[config.mk]
export PLATFORM = sky130hd
export DESIGN_NAME = fetch_unit
export DESIGN_NICKNAME = d
export VERILOG_FILES = /design/src/rtl/fetch_unit_pkg.sv /design/src/rtl/fetch_buffer.sv /design/src/rtl/fetch_unit.sv
export SDC_FILE = /design/constraint.sdc
export NUM_CORES = 1
export LEC_CHECK = 0
export ABC_AREA = 1
export BUFFER_PORTS_ARGS = -buffer_cell sky130_fd_sc_hd__buf_4
export CAP_MARGIN = 20
export CORE_MARGIN = 4
export CORE_UTILIZATION = 41
export CTS_CLUSTER_SIZE = 8
export DETAILED_ROUTE_END_ITERATION = 16
export MAX_ROUTING_LAYER = met4
export PLACE_DENSITY = 0.71
export REMOVE_ABC_BUFFERS = 1
export SLEW_MARGIN = 0
export SYNTH_ARGS = -nofsm -noshare
export SYNTH_HDL_FRONTEND = slang
export SYNTH_HIERARCHICAL = 1
export SYNTH_SLANG_ARGS = --single-unit
[constraint.sdc]
create_clock -name clock -period 7.6 [get_ports clock]
set_input_delay 0.38 -clock clock [delete_from_list [all_inputs] [get_ports clock]]
set_output_delay 0.38 -clock clock [all_outputs]
set_load 0.1 [all_outputs]
[src/rtl/fetch_unit_pkg.sv]
// rtl/fetch_unit_pkg.sv - shared types and constants for the instruction fetch unit
// Contents: word type, default reset PC, NOP encoding, fetch FSM state enum.
package fetch_unit_pkg;

    typedef logic [31:0] word_t;

    localparam word_t RESET_PC_DEFAULT = 32'h0000_0000;
    localparam word_t NOP_INSTR        = 32'h0000_0013;

    typedef enum logic [1:0] {
        RESET_S = 2'd0,
        WARM    = 2'd1,
        RUN     = 2'd2
    } fetch_state_e;

endpackage

[src/rtl/fetch_buffer.sv]
// rtl/fetch_buffer.sv - DEPTH-entry FIFO of {pc, word} pairs with flush
// Ports:
//   clk_i, rst_i          clock, asynchronous active-high reset
//   push_i, push_pc_i,    write one entry at the tail
//   push_word_i
//   pop_i                 drop the head entry (ignored when empty)
//   flush_i               discard all entries; wins over push and pop
//   head_valid_o,         head entry presence and contents
//   head_pc_o, head_word_o
//   count_o               current occupancy
module fetch_buffer
    import fetch_unit_pkg::*;
#(
    parameter int DEPTH = 2,
    parameter int CW    = $clog2(DEPTH + 1)
) (
    input  logic          clk_i,
    input  logic          rst_i,
    input  logic          push_i,
    input  logic [31:0]   push_pc_i,
    input  logic [31:0]   push_word_i,
    input  logic          pop_i,
    input  logic          flush_i,
    output logic          head_valid_o,
    output logic [31:0]   head_pc_o,
    output logic [31:0]   head_word_o,
    output logic [CW-1:0] count_o
);

    // DEPTH is 2 or 4, so the pointers wrap naturally at their width.
    localparam int PW = $clog2(DEPTH);

    word_t         pc_mem   [DEPTH];
    word_t         word_mem [DEPTH];
    logic [PW-1:0] rd_ptr_q, rd_ptr_d;
    logic [PW-1:0] wr_ptr_q, wr_ptr_d;
    logic [CW-1:0] count_q, count_d;
    logic          do_push;
    logic          do_pop;

    assign do_push = push_i && !flush_i;
    assign do_pop  = pop_i && (count_q != '0) && !flush_i;

    always_comb begin
        rd_ptr_d = rd_ptr_q;
        wr_ptr_d = wr_ptr_q;
        count_d  = count_q;
        if (flush_i) begin
            rd_ptr_d = '0;
            wr_ptr_d = '0;
            count_d  = '0;
        end else begin
            if (do_push) begin
                wr_ptr_d = wr_ptr_q + PW'(1);
            end
            if (do_pop) begin
                rd_ptr_d = rd_ptr_q + PW'(1);
            end
            count_d = count_q + CW'(do_push) - CW'(do_pop);
        end
    end

    always_ff @(posedge clk_i or posedge rst_i) begin
        if (rst_i) begin
            rd_ptr_q <= '0;
            wr_ptr_q <= '0;
            count_q  <= '0;
        end else begin
            rd_ptr_q <= rd_ptr_d;
            wr_ptr_q <= wr_ptr_d;
            count_q  <= count_d;
        end
    end

    // Storage needs no reset: count_q alone decides what is valid.
    always_ff @(posedge clk_i) begin
        if (do_push) begin
            pc_mem[wr_ptr_q]   <= push_pc_i;
            word_mem[wr_ptr_q] <= push_word_i;
        end
    end

    assign head_valid_o = (count_q != '0);
    assign head_pc_o    = pc_mem[rd_ptr_q];
    assign head_word_o  = word_mem[rd_ptr_q];
    assign count_o      = count_q;

endmodule

[src/rtl/fetch_unit.sv]
// rtl/fetch_unit.sv - instruction fetch unit: PC sequencing, imem requests, decode buffer
// Ports:
//   clock, reset                       clock, asynchronous active-high reset
//   imem_req, imem_addr, imem_rdata    instruction memory; rdata one cycle after req
//   redirect_valid, redirect_pc        PC change from writeback
//   instr_valid, instr_ready,          decoder handshake for the buffer head
//   instr, instr_pc
//   redirect_misaligned                pulse after a redirect with pc[1:0] != 0
module fetch_unit
    import fetch_unit_pkg::*;
#(
    parameter logic [31:0] RESET_PC = RESET_PC_DEFAULT,
    parameter int          DEPTH    = 2
) (
    input  logic        clock,
    input  logic        reset,
    output logic        imem_req,
    output logic [31:0] imem_addr,
    input  logic [31:0] imem_rdata,
    input  logic        redirect_valid,
    input  logic [31:0] redirect_pc,
    output logic        instr_valid,
    input  logic        instr_ready,
    output logic [31:0] instr,
    output logic [31:0] instr_pc,
    output logic        redirect_misaligned
);

    localparam int CW = $clog2(DEPTH + 1);

    fetch_state_e  state_q, state_d;
    word_t         fetch_pc_q, fetch_pc_d;
    word_t         flight_pc_q;
    logic          epoch_q, epoch_d;
    logic          in_flight_q;
    logic          flight_epoch_q;
    logic          misaligned_q;
    logic          issue;
    logic          pop;
    logic          push;
    logic          head_valid;
    logic [31:0]   head_pc;
    logic [31:0]   head_word;
    logic [CW-1:0] count;
    logic [3:0]    reserved;

    assign pop = head_valid && instr_ready;

    // Slots already spoken for: buffered entries plus the outstanding response,
    // less the entry leaving this cycle. Counting the pop keeps the pipe full.
    assign reserved = 4'(count) + 4'(in_flight_q) - 4'(pop);

    always_comb begin
        state_d    = state_q;
        issue      = 1'b0;
        fetch_pc_d = fetch_pc_q;
        epoch_d    = epoch_q;

        case (state_q)
            RESET_S: state_d = WARM;
            WARM:    state_d = RUN;
            RUN:     state_d = RUN;
            default: state_d = RESET_S;
        endcase

        if (state_q == RUN && !redirect_valid && reserved < 4'(DEPTH)) begin
            issue = 1'b1;
        end

        if (redirect_valid) begin
            fetch_pc_d = {redirect_pc[31:2], 2'b00};
            epoch_d    = ~epoch_q;
        end else if (issue) begin
            fetch_pc_d = fetch_pc_q + 32'd4;
        end
    end

    // A response is kept only if it belongs to the current epoch and no flush
    // is happening on the same edge.
    assign push = in_flight_q && (flight_epoch_q == epoch_q) && !redirect_valid;

    always_ff @(posedge clock or posedge reset) begin
        if (reset) begin
            state_q        <= RESET_S;
            fetch_pc_q     <= RESET_PC;
            flight_pc_q    <= RESET_PC;
            epoch_q        <= 1'b0;
            in_flight_q    <= 1'b0;
            flight_epoch_q <= 1'b0;
            misaligned_q   <= 1'b0;
        end else begin
            state_q        <= state_d;
            fetch_pc_q     <= fetch_pc_d;
            epoch_q        <= epoch_d;
            in_flight_q    <= issue;
            flight_epoch_q <= epoch_q;
            misaligned_q   <= redirect_valid && (redirect_pc[1:0] != 2'b00);
            if (issue) begin
                flight_pc_q <= fetch_pc_q;
            end
        end
    end

    fetch_buffer #(
        .DEPTH (DEPTH),
        .CW    (CW)
    ) u_buffer (
        .clk_i        (clock),
        .rst_i        (reset),
        .push_i       (push),
        .push_pc_i    (flight_pc_q),
        .push_word_i  (imem_rdata),
        .pop_i        (pop),
        .flush_i      (redirect_valid),
        .head_valid_o (head_valid),
        .head_pc_o    (head_pc),
        .head_word_o  (head_word),
        .count_o      (count)
    );

    assign imem_req            = issue;
    assign imem_addr           = fetch_pc_q;
    assign instr_valid         = head_valid;
    assign instr               = head_valid ? head_word : NOP_INSTR;
    assign instr_pc            = head_valid ? head_pc : 32'h0000_0000;
    assign redirect_misaligned = misaligned_q;

endmodule

==> results.json, run 1 <==
{
  "ys.flop_type": "edfxtp_1",
  "ctsRootBufferMaster": "clkbuf_16",
  "routed_wl_um": 21520,
  "syn-cell-area_um2": 9186,
  "p_leak_nw": 5.554,
  "slowest_delay_ns": 0.59,
  "die_x_um": 157.7,
  "vdd_drop_max_mv": 0.2325,
  "port_buffers": 164,
  "async_flop_share": 0.3535,
  "cp_max_fo": 79,
  "synth_seq_cells": 198,
  "ys_seq_area_frac": 0.6091,
  "clk_pin_slew_ns": 0.07,
  "crit_chain": "inv_1, nand2_2, buf_4, nand2_1, nor2_1, inv_1, a21oi_1, fa_1, nor2_2, nand3_2, buf_4, inv_2, buf_4",
  "ys_top_cells_by_area": "edfxtp_1 42%, nand2_1 20%, dfrtp_1 19%",
  "area_delta_synth_final_pct": 21.32,
  "rows": 54,
  "ys.warnings.count": 6,
  "power.internal_mw": 2.121,
  "gr-total-overflow": 0,
  "postRouteAntennaNets": 0,
  "via_per_inst": 4.679,
  "timing.slew.headroom": 0.3747,
  "yosysUniqueCellTypes": 29,
  "setup_viol": 0,
  "cp.buffers_inverters": 6,
  "outcome": "complete, no violations",
  "timing.fmax_ghz": 0.2141,
  "fillers": 2039,
  "synthCells": 1043,
  "swShare": 0.4274,
  "slew_violations": 0,
  "layout-drive-gt1-share": 0.1848,
  "r2r_cells": 14,
  "netSwitchingPower_mw": 1.583,
  "rr_endpoint": "imem_addr[9]",
  "finalHoldViolCount": 0,
  "cts_max_level": 4,
  "min_to": "u_buffer/word_mem[0][24]",
  "crit_path_start_kind": "flop",
  "power.share.clock": 0.229,
  "grt_pass1_vias": 6721,
  "antenna_cells": 0,
  "hold_path_class": "in2reg",
  "vias": 6981,
  "drc_errors": 0,
  "track_usage": 0.1796,
  "cts_buffers": 17,
  "critPathCaptureType": "primary output",
  "tightestPinTransition_ns": 0.9380,
  "maxCapViolations": 0,
  "drt_iter0_markers": 466,
  "power_frac_comb": 0.351,
  "r2r_slack_ns": 3.75,
  "core_area_um2": 21960,
  "min_delay_path_depth": 1,
  "synth_top_area_cell": "edfxtp_1",
  "fin_worst_skew_ns": 0.01091,
  "route.detailed.wl_per_inst_um": 14.42,
  "final_core_util": 0.5075,
  "cts_resized": 0,
  "timing.final.crit_share": 0.6146,
  "rsz0062_at_grt": "false",
  "grt_pass1_wl_um": 33890,
  "ios": 167,
  "grt_max_degree": 80,
  "cts.sinks": 198,
  "critPathRequiredTime_ns": 7.22,
  "dr.pass1.iters": 5,
  "fp.dieArea_um2": 24860,
  "place_congestion": 0.8919,
  "antenna_found_initial": 0,
  "hpwlAfterDp_um": 14330,
  "nNetsFinal": 1273,
  "clock_latency_ns": 0.43,
  "syn_avg_cell_area_um2": 8.808,
  "power.density_nw_per_um2": 332.4,
  "synth_top_area_share": 0.4184,
  "power_frac_seq": 0.421,
  "setup_tns_ns": 0,
  "cp_top_family": "buffers and inverters",
  "tritoncts": "yes",
  "cts_max_path_buffers": 2,
  "die_height_um": 157.7,
  "worstPathArrival_ns": 4.29,
  "crit_top_cell": "buf_4",
  "post_cts_buffers": 0,
  "path_class": "reg2out",
  "initial_core_util": 0.4183,
  "min_from": "imem_rdata[24]",
  "cp_slowest_cell": "buf_4",
  "r2r-start": "u_buffer/count_o[1]",
  "layout_min_cycle_time_ns": 4.671,
  "synth_edf_count": 128
}
[metal layers]
metal	global-route usage	up-vias	share of wire
li1	-	3545	-
met5	-	-	0
met4	0.05817	0	0.017
met3	0.03198	30	0.052
met2	0.3034	161	0.49
met1	0.2198	3245	0.44
[logic make-up (layout without fill, tap and decap cells)]
kind of cell | after synthesis | after routing | share of synthesized area
DFF | 198 | 198 | 0.6091
adders and majority gates | 6 | 6 | 0.008989
buffers and inverters | 174 | 338 | 0.08540
xor gates and xnor gates | 5 | 5 | 0.004767
and+or+nand+nor | 617 | 617 | 0.2660
other | 1 | 6 | 0.0004082
AOI/OAI and AO/OA | 42 | 42 | 0.02533
[layout by cell type (no fill, tap or decap), drive strengths merged]
| cell type | Yosys | layout |
|---|---|---|
| nand2 | 484 | 484 |
| buf | 26 | 171 |
| inv | 134 | 136 |
| edfxtp | 128 | 128 |
| dfrtp | 70 | 70 |
| nand3 | 68 | 68 |
| nor2 | 59 | 59 |
| o21ai | 40 | 40 |
| clkbuf | 14 | 23 |
| conb | 1 | 6 |
| clkinv | 0 | 6 |
| ha | 5 | 5 |
| xor2 | 4 | 4 |
| nand4 | 2 | 2 |
| a21oi | 2 | 2 |
| nor3 | 2 | 2 |
| or2 | 2 | 2 |
| xnor2 | 1 | 1 |
| fa | 1 | 1 |
| clkinvlp | 0 | 1 |
| dlygate4sd3 | 0 | 1 |
[registers in the layout, summed over array words and instances, names as in the netlist]
name and flops:
u_buffer/count_o 2, in_flight_q 1, flight_epoch_q 1, flight_pc_q 30, u_buffer/rd_ptr_q 1, u_buffer/wr_ptr_q 1, redirect_misaligned 1, state_q 2
imem_addr 30, u_buffer/pc_mem 64, u_buffer/word_mem 64, epoch_q 1
[cells in the mapped netlist, types with 4 or more instances]
library cell and number:
buf_2 4, buf_4 11, buf_6 11, clkbuf_1 14, dfrtp_1 70, edfxtp_1 128, ha_1 5, inv_1 131
nand2_1 479, nand2_2 5, nand3_1 67, nor2_1 56, o21ai_0 33, o21ai_2 6, xor2_1 4
[worst max-delay path by stage]
stage / start / depth (start not counted) / endpoint
3_3_place_gp: u_buffer/count_o[1] / 13 / imem_req
3_5_place_dp: u_buffer/count_o[1] / 13 / imem_req
5_1_grt: u_buffer/count_o[1] / 13 / imem_req
2_1_floorplan: u_buffer/count_o[1] / 12 / imem_addr[9]
6_report: u_buffer/count_o[1] / 13 / imem_req
4_1_cts: u_buffer/count_o[1] / 13 / imem_req
[metrics by stage]
stage               setup WS [ns]  std cells  total power [mW]  instance area [um2]  hold slack, ns
floorplan                   2.119       1008             2.536                 8926          0.1461
global placement            3.484       1459             2.859                10580          0.2999
detailed placement          3.377       1459             2.887                10580          0.3105
CTS                         2.880       1492             3.740                11140          0.1139
global route                2.593       1492             3.893                11140          0.1113
finish                      2.929       1492             3.704                11140          0.1342
[repair_timing]
action                                  CTS  global route
endpoints found under the setup margin    0             0
hold buffers                              1             0
hold endpoints to repair                  4             0
[layout make-up]
class	count	area [um2]	share of cell area
tap	280	350.3	0.03144
multi-input combinational	676	2843	0.2551
clock inverter	9	66.31	0.005950
sequential	198	5597	0.5022
inverter	134	505.5	0.04536
timing repair buffer	172	1294	0.1161
clock buffer	23	489.2	0.04390
[worst register-to-register path, stage by stage, from the launching register on]
cell and delay, ns:
dfrtp_1 0.40, inv_1 0.08, nand2_2 0.07, buf_4 0.59, nand2_1 0.20, nor2_1 0.18, inv_1 0.09, a21oi_1 0.18
fa_1 0.46, nor2_2 0.13, nand3_2 0.07, buf_4 0.33, inv_2 0.66, o21ai_0 0.21, nand3_1 0.13
[power by group through the flow]
stage | Combinational, mW | Sequential [mW] | Clock (mW)
after floorplan | 0.651 | 1.89 | 0
after global placement | 1.29 | 1.57 | 0
after detailed placement | 1.31 | 1.58 | 0
after CTS | 1.31 | 1.56 | 0.871
after global routing | 1.39 | 1.58 | 0.917
final | 1.30 | 1.56 | 0.848
(Power assumes the default switching activity.)
==> run 2: changes to the inputs <==
==> constraint.sdc (replaced) <==
create_clock -name clock -period 4.5 [get_ports clock]
set_input_delay 0.225 -clock clock [delete_from_list [all_inputs] [get_ports clock]]
set_output_delay 0.225 -clock clock [all_outputs]
set_load 0.1 [all_outputs]
==> results.json, run 2 (synthesis results as in run 1) <==
{
  "outcome": "complete, no violations",
  "slew_violations": 0,
  "crit_path_start_kind": "flop",
  "min_from": "redirect_pc[4]",
  "cts_buffers": 17,
  "track_usage": 0.1858,
  "maxCapViolations": 0,
  "route.detailed.wl_per_inst_um": 14.63,
  "die_x_um": 157.7,
  "setup_slack_ns": 0.6791,
  "cts_resized": 0,
  "cts_hold_buf": 35,
  "antenna_cells": 0,
  "path_class": "reg2out",
  "layout_commonest_cell": "nand2_1",
  "port_buffers": 164,
  "hold_path_class": "in2reg",
  "via_per_inst": 4.678,
  "clk_pin_slew_ns": 0.08,
  "cp_max_fo": 79,
  "cp_slowest_cell": "inv_2",
  "place_congestion": 0.9026,
  "timing.fmax_ghz": 0.2617,
  "setup_viol": 0,
  "r2r-start": "u_buffer/count_o[1]",
  "hpwlAfterDp_um": 14620,
  "power.density_nw_per_um2": 550.1,
  "grt_pass1_wl_um": 35170,
  "post_cts_buffers": 0,
  "antenna_found_initial": 0,
  "critPathCaptureType": "primary output",
  "finalHoldViolCount": 0,
  "crit_chain": "inv_1, nand2_2, nand2_1, nor2_1, inv_1, a21oi_1, fa_1, nor2_2, nand3_2, buf_4, inv_2, buf_4",
  "layout-drive-gt1-share": 0.1814,
  "core_area_um2": 21960,
  "timing.slew.headroom": 0.3592,
  "worstPathArrival_ns": 3.60,
  "drt_iter0_markers": 390,
  "cts_max_path_buffers": 2,
  "r2r_cells": 13,
  "postRouteAntennaNets": 0,
  "die_height_um": 157.7,
  "rr_endpoint": "imem_addr[9]",
  "fp.dieArea_um2": 24860,
  "final_core_util": 0.5235,
  "layout_min_cycle_time_ns": 3.821,
  "gr-total-overflow": 0,
  "area_delta_synth_final_pct": 25.14,
  "post-place-ws_ns": 1.155,
  "tightestPinTransition_ns": 0.9612,
  "initial_core_util": 0.4183,
  "tritoncts": "yes",
  "drc_errors": 0,
  "rsz0062_at_grt": "false",
  "p_leak_nw": 5.695,
  "timing.final.crit_share": 0.8491,
  "rows": 54,
  "min_delay_path_depth": 3,
  "routed_wl_um": 22320,
  "largestRegisters": "u_buffer/pc_mem (64), u_buffer/word_mem (64)",
  "ctsRootBufferMaster": "clkbuf_16",
  "slowest_delay_ns": 0.60,
  "grt_max_degree": 80,
  "hold_slack_ns": 0.02129,
  "r2r_slack_ns": 1.32,
  "ios": 167,
  "cts_max_level": 4,
  "grt_pass1_vias": 6911,
  "placedCellCount": 1459,
  "final_cell_mix": "478 x nand2_1, 171 x buf_4, 130 x inv_1, 128 x edfxtp_1, 69 x dfrtp_1",
  "critPathRequiredTime_ns": 4.28,
  "dr.pass1.iters": 5,
  "vdd_drop_max_mv": 0.4025,
  "nNetsFinal": 1307,
  "vias": 7138,
  "min_to": "imem_addr[4]",
  "clock_latency_ns": 0.43,
  "cts.sinks": 198,
  "fin_worst_skew_ns": 0.009771,
  "stdcell_count": 1526,
  "power_mw": 6.323
}
[run 2: final cells by class]
type                       count  area, um2
fill                        2034      10460
clock inverter                15      141.4
inverter                     134      505.5
timing repair buffer         206       1634
multi-input combinational    676       2843
clock buffer                  17      425.4
sequential                   198       5597
tap                          280      350.3
[run 2: per-stage QoR]
step / area (um2) / setup TNS [ns]
final: 11500 / 0
after global routing: 11500 / 0
after CTS: 11500 / 0
after detailed placement: 10580 / 0
after global placement: 10580 / 0
after floorplan: 8926 / -33.11
[run 2: metal layers]
| metal | wire length (um) | track usage |
|---|---|---|
| met1 | 9967 | 0.2343 |
| met2 | 10970 | 0.3154 |
| met4 | 206 | 0.03769 |
| met5 | 0 | - |
| met3 | 1173 | 0.03554 |
[run 2: critical path: cells and delay by family, from the launching register on]
| family | cells | cell delay, ns |
|---|---|---|
| flip-flops | 1 | 0.41 |
| AO/OA/AOI/OAI | 1 | 0.19 |
| AND/OR/NAND/NOR | 5 | 0.52 |
| adder cells (fa/ha/maj) | 1 | 0.46 |
| buffers and inverters | 5 | 1.57 |
[run 2: worst max path at each step]
stage                        start  cells after the start      endpoint  slack, ns
4_1_cts        u_buffer/count_o[1]                     12      imem_req       0.68
2_1_floorplan  u_buffer/count_o[1]                     12  imem_addr[9]      -0.98
5_1_grt        u_buffer/count_o[1]                     12      imem_req       0.38
6_report       u_buffer/count_o[1]                     12      imem_req       0.68
3_3_place_gp   u_buffer/count_o[1]                     12      imem_req       1.31
3_5_place_dp   u_buffer/count_o[1]                     12      imem_req       1.15
[run 2: power by group]
part / switching, mW / internal, mW
clock: 0.733 / 0.733
sequential: 0.290 / 2.34
combinational: 1.74 / 0.485
